<file path="src/rtl/multiword_add_seq.sv">
// Multi-word adder sequencer: drives one external WIDTH-bit adder slice for WORDS cycles, LSB slice first.
// Optional feature: define OVERFLOW_FLAG_EN to add the signed-overflow output ovf.
module multiword_add_seq #(
    parameter int WIDTH = 4,
    parameter int WORDS = 4
) (
    input  logic                   clk,
    input  logic                   rst,
    input  logic                   in_valid,
    output logic                   in_ready,
    input  logic [WIDTH*WORDS-1:0] op_a,
    input  logic [WIDTH*WORDS-1:0] op_b,
    input  logic                   op_cin,
    output logic [WIDTH-1:0]       add_a,
    output logic [WIDTH-1:0]       add_b,
    output logic                   add_cin,
    input  logic [WIDTH-1:0]       add_sum,
    input  logic                   add_cout,
    output logic                   out_valid,
    input  logic                   out_ready,
    output logic [WIDTH*WORDS-1:0] result,
    output logic                   result_cout,
    output logic                   busy
`ifdef OVERFLOW_FLAG_EN
    ,
    output logic                   ovf
`endif
);

    localparam int N     = WIDTH * WORDS;
    localparam int CTR_W = (WORDS > 1) ? $clog2(WORDS) : 1;

    typedef enum logic [1:0] {
        IDLE = 2'd0,
        RUN  = 2'd1,
        DONE = 2'd2
    } state_t;

    state_t           state;
    state_t           state_next;
    logic [CTR_W-1:0] ctr;
    logic             carry;
    logic [N-1:0]     a_reg;
    logic [N-1:0]     b_reg;
    logic             accept;
    logic             last;

    assign in_ready  = (state == IDLE);
    assign out_valid = (state == DONE);
    assign busy      = (state != IDLE);
    assign accept    = in_valid && in_ready;
    assign last      = (ctr == CTR_W'(WORDS - 1));

    // State register.
    always_ff @(posedge clk) begin
        if (rst) begin
            state <= IDLE;
        end else begin
            state <= state_next;
        end
    end

    // NOTE: every output of a combinational block gets a default before any branch, so no path leaves it unassigned and no latch is inferred.
    always_comb begin
        state_next = state;
        case (state)
            IDLE:    if (accept)    state_next = RUN;
            RUN:     if (last)      state_next = DONE;
            DONE:    if (out_ready) state_next = IDLE;
            default:                state_next = IDLE;
        endcase
    end

    // Slice selection toward the adder; quiet (all zero) outside RUN.
    always_comb begin
        add_a   = '0;
        add_b   = '0;
        add_cin = 1'b0;
        if (state == RUN) begin
            add_cin = carry;
            for (int i = 0; i < WORDS; i++) begin
                if (ctr == CTR_W'(i)) begin
                    add_a = a_reg[i*WIDTH +: WIDTH];
                    add_b = b_reg[i*WIDTH +: WIDTH];
                end
            end
        end
    end

    // NOTE: operand registers carry no reset; they are always loaded on accept before RUN reads them.
    always_ff @(posedge clk) begin
        if (accept) begin
            a_reg <= op_a;
            b_reg <= op_b;
        end
    end

    // NOTE: sequential state uses non-blocking assignments so every register samples pre-edge values.
    always_ff @(posedge clk) begin
        if (rst) begin
            ctr         <= '0;
            carry       <= 1'b0;
            result      <= '0;
            result_cout <= 1'b0;
        end else begin
            case (state)
                IDLE: begin
                    if (accept) begin
                        carry <= op_cin;
                        ctr   <= '0;
                    end
                end
                RUN: begin
                    for (int i = 0; i < WORDS; i++) begin
                        if (ctr == CTR_W'(i)) begin
                            result[i*WIDTH +: WIDTH] <= add_sum;
                        end
                    end
                    carry <= add_cout;
                    if (last) begin
                        result_cout <= add_cout;
                        ctr         <= '0;
                    end else begin
                        ctr <= ctr + CTR_W'(1);
                    end
                end
                default: ;
            endcase
        end
    end

`ifdef OVERFLOW_FLAG_EN
    // Signed overflow: like-signed operands producing a sum of the opposite sign.
    always_ff @(posedge clk) begin
        if (rst) begin
            ovf <= 1'b0;
        end else if (state == RUN && last) begin
            ovf <= (a_reg[N-1] == b_reg[N-1]) && (add_sum[WIDTH-1] != a_reg[N-1]);
        end
    end
`endif

endmodule
</file>
<file path="config.mk">
export PLATFORM = sky130hd
export DESIGN_NAME = multiword_add_seq
export DESIGN_NICKNAME = d
export VERILOG_FILES = /design/src/rtl/multiword_add_seq.sv
export SDC_FILE = /design/constraint.sdc
export NUM_CORES = 1
export LEC_CHECK = 0
export ABC_AREA = 1
export CAP_MARGIN = 20
export CORE_ASPECT_RATIO = 0.5
export CORE_UTILIZATION = 41
export DETAILED_ROUTE_END_ITERATION = 8
export GPL_TIMING_DRIVEN = 0
export PLACE_DENSITY = 0.77
export SYNTH_ARGS = -nofsm -noshare
export SYNTH_HDL_FRONTEND = slang
export SYNTH_SLANG_ARGS = --single-unit
</file>
<file path="constraint.sdc">
create_clock -name clk -period 2.3 [get_ports clk]
set_clock_uncertainty 0.1 [all_clocks]
set_input_delay 0.46 -clock clk [delete_from_list [all_inputs] [get_ports clk]]
set_output_delay 0.46 -clock clk [all_outputs]
set_load 0.05 [all_outputs]
</file>
==> impl_metrics.py <==
metrics = {
    "timing": {
        "worst_slew_pin_slew_ps": 694,
        "setup_violations": 0,
        "slew-limit-headroom": 0.537,
        "final.period_utilization": 0.980,
        "rsz0062_at_grt": "yes",
        "whs_ps": 419,
        "report.final.slew_viol_count": 0,
        "fmax_mhz": 444,
        "hold_violations": 0,
        "tns_ps": 0,
        "period_minus_slack_ps": 2250,
    },
    "clock_network": {
        "clk_pin_slew_ps": 90,
        "hold_buffers": 0,
        "worstSkewPairLatency_ps": 300,
        "cts_max_level": 2,
        "cts_sinks": 54,
        "cts_buffers": 5,
        "root_buffer": "clkbuf_8",
        "cts.path.max_buffers": 2,
        "cts_tree": "built",
    },
    "logic_synthesis": {
        "synth_commonest_cells": "86 x nand2_1, 55 x nor2_1, 32 x edfxtp_1, 28 x inv_1, 22 x dfxtp_1",
        "syn-num-nets": 301,
        "synth_edf_count": 32,
        "synth_area_mm2": 0.00227,
        "netlist_instances": 255,
        "syn_area_per_cell_um2": 8.92,
        "ys_seq_elements": 54,
        "seq_area_frac_synth": 0.616,
        "yosysMostFrequentCell": "nand2_1",
        "synth_top_area_frac": 0.422,
        "ys.flop_type": "edfxtp_1",
        "synth.distinct_cells": 16,
        "yosys_warnings": 0,
        "synthArstFlopShare": 0,
        "yosys.area.top_type": "edfxtp_1",
        "synthTopCellsByArea": "edfxtp_1 42%, dfxtp_1 19%, nand2_1 14%, nor2_1 9.1%, inv_1 4.6%",
    },
    "critical_path": {
        "cp.required_ps": 1740,
        "r2r_cells": 4,
        "regToRegSetupSlack_ps": 520,
        "worst-path-max-fanout": 10,
        "critPathLaunchType": "register",
        "end_kind": "output port",
        "criticalPathCategory": "reg2out",
        "timing.rr.start": "state[1]$_SDFFE_PP0P_",
        "arrival_ps": 1690,
        "reg2reg_to": "a_reg[6]$_DFFE_PP_",
    },
    "detailed_routing": {
        "dr.pass1.iters": 4,
        "drt_wl_total_mm": 5.32,
        "ant_nets": 0,
        "drt_iter0_drc": 30,
        "num_vias": 1877,
        "post_drt_wl_per_cell_um": 13.0,
        "vias_per_cell": 4.59,
        "post-route-drc-count": 0,
    },
    "min_path": {
        "hp-class": "reg2reg",
        "whs_path_depth": 4,
        "worstHoldEndpoint": "result[5]$_SDFFE_PP0P_",
        "hold_start": "result[5]$_SDFFE_PP0P_",
    },
    "place": {
        "io_buffers": 70,
        "gp_congestion": 0.708,
        "hpwl_mm": 3.52,
        "dp.cells": 395,
    },
    "final_layout": {
        "final_layout_size_suffix_gt1_frac": 0.147,
        "n_fill_cell": 416,
        "diodes": 0,
        "nNetsFinal": 384,
        "area_delta_synth_final_pct": 46.2,
        "layout.cells.non_filler": 409,
    },
    "global_routing": {
        "grt_max_degree": 33,
        "grt_overflow": 0,
        "grt_pass1_vias": 1815,
        "grt_use_total": 0.180,
        "antenna_found_initial": 0,
        "grt_pass1_wl_mm": 7.85,
    },
    "floorplan": {
        "num_rows": 18,
        "die_w_um": 107,
        "core-area_mm2": 0.00513,
        "io_pins": 71,
        "initial_utilization": 0.443,
        "die_area_mm2": 0.00587,
        "fp.dieH_um": 54.7,
    },
    "run_status": {
        "status": "finished clean",
    },
    "power_and_ir_drop": {
        "leakage_nw": 1.50,
        "peakVddDrop_uv": 379,
        "power.density_mw_per_mm2": 618,
        "power_mw": 2.06,
    },
    "flow_run": {
        "maxCapViolCount": 0,
    },
}
==> where the power goes <==
| part | total [mW] | switching [mW] | leakage (nW) | internal, mW |
|---|---|---|---|---|
| Combinational | 0.430 | 0.253 | 0.967 | 0.177 |
| Sequential | 1.11 | 0.0229 | 0.487 | 1.08 |
| Clock | 0.520 | 0.310 | 0.0432 | 0.210 |
| Total | 2.06 | 0.586 | 1.50 | 1.47 |
==> critical path: stages, from the launching register on <==
cell	delay, ps
dfxtp_2	370
ha_1	250
inv_1	170
nand2_4	130
nor2_1	160
nand2_2	70
nand2_2	80
buf_8	150
==> cells in the final DEF (no fill, tap or decap), drive strengths merged <==
master          n
buf            17
nand2          91
inv            29
a21oi          11
clkbuf          5
edfxtp         32
nand3           1
clkdlybuf4s50  58
ha              4
dlygate4sd2     3
dfxtp          22
o21ai           1
clkinv          4
dlymetal6s2s    1
clkinvlp        1
nor2           59
==> cell families after synthesis <==
| logic type | after synthesis | share of synthesized area |
|---|---|---|
| AO/OA/AOI/OAI | 12 | 0.0264 |
| adder cells (fa/ha/maj) | 4 | 0.0220 |
| buffers and inverters | 34 | 0.0589 |
| flip-flops | 54 | 0.616 |
| AND/OR/NAND/NOR | 151 | 0.277 |
==> final cells by class <==
class	instances	area, um^2	area share
Tap cell	70	87.6	0.0263
Inverter	31	125	0.0376
Multi-Input combinational cell	167	807	0.243
Sequential cell	54	1410	0.423
Clock inverter	3	16.3	0.00489
Timing Repair Buffer	77	795	0.239
Clock buffer	5	68.8	0.0207
Buffer	2	18.8	0.00564
==> how the worst max path moves through the flow <==
| stage | startpoint | endpoint | slack [ps] | cells past startpoint |
|---|---|---|---|---|
| floorplan | state[1]$_SDFFE_PP0P_ | a_reg[0]$_DFFE_PP_ | 140 | 3 |
| global placement | ctr[1]$_SDFFE_PP0P_ | add_a[2] | -480 | 9 |
| detailed placement | ctr[1]$_SDFFE_PP0P_ | add_b[1] | -570 | 9 |
| CTS | ctr[1]$_SDFFE_PP0P_ | add_b[1] | -9 | 9 |
| global route | ctr[1]$_SDFFE_PP0P_ | add_b[1] | -70 | 9 |
| finish | ctr[0]$_SDFFE_PP0P_ | add_b[1] | 50 | 7 |
==> metal layers <==
layer  up-vias  global-route usage  routed length [um]
met2        54               0.358                2800
met5         -                   0                   0
met1       867               0.195                2080
met3         8              0.0524                 355
met4         0              0.0434                  86
li1        948                   -                   -
==> per-stage QoR <==
step | cell area (um^2) | worst slack, ps | utilization
2_1_floorplan | 2280 | 141 | -
3_3_place_gp | 3070 | -479 | 0.597
3_5_place_dp | 3070 | -567 | 0.597
4_1_cts | 3190 | -8.82 | 0.622
5_1_grt | 3330 | -72.8 | 0.648
6_report | 3330 | 45.6 | 0.648
==> what timing repair did <==
item | in CTS | in global routing
endpoints found under the setup margin | 11 | 9
resized for setup | 67 | 20
pin swaps | 1 | 12
buffers inserted | 2 | 4
hold endpoints to repair | 0 | 0
No activity file was read; power rests on OpenSTA's default activity.
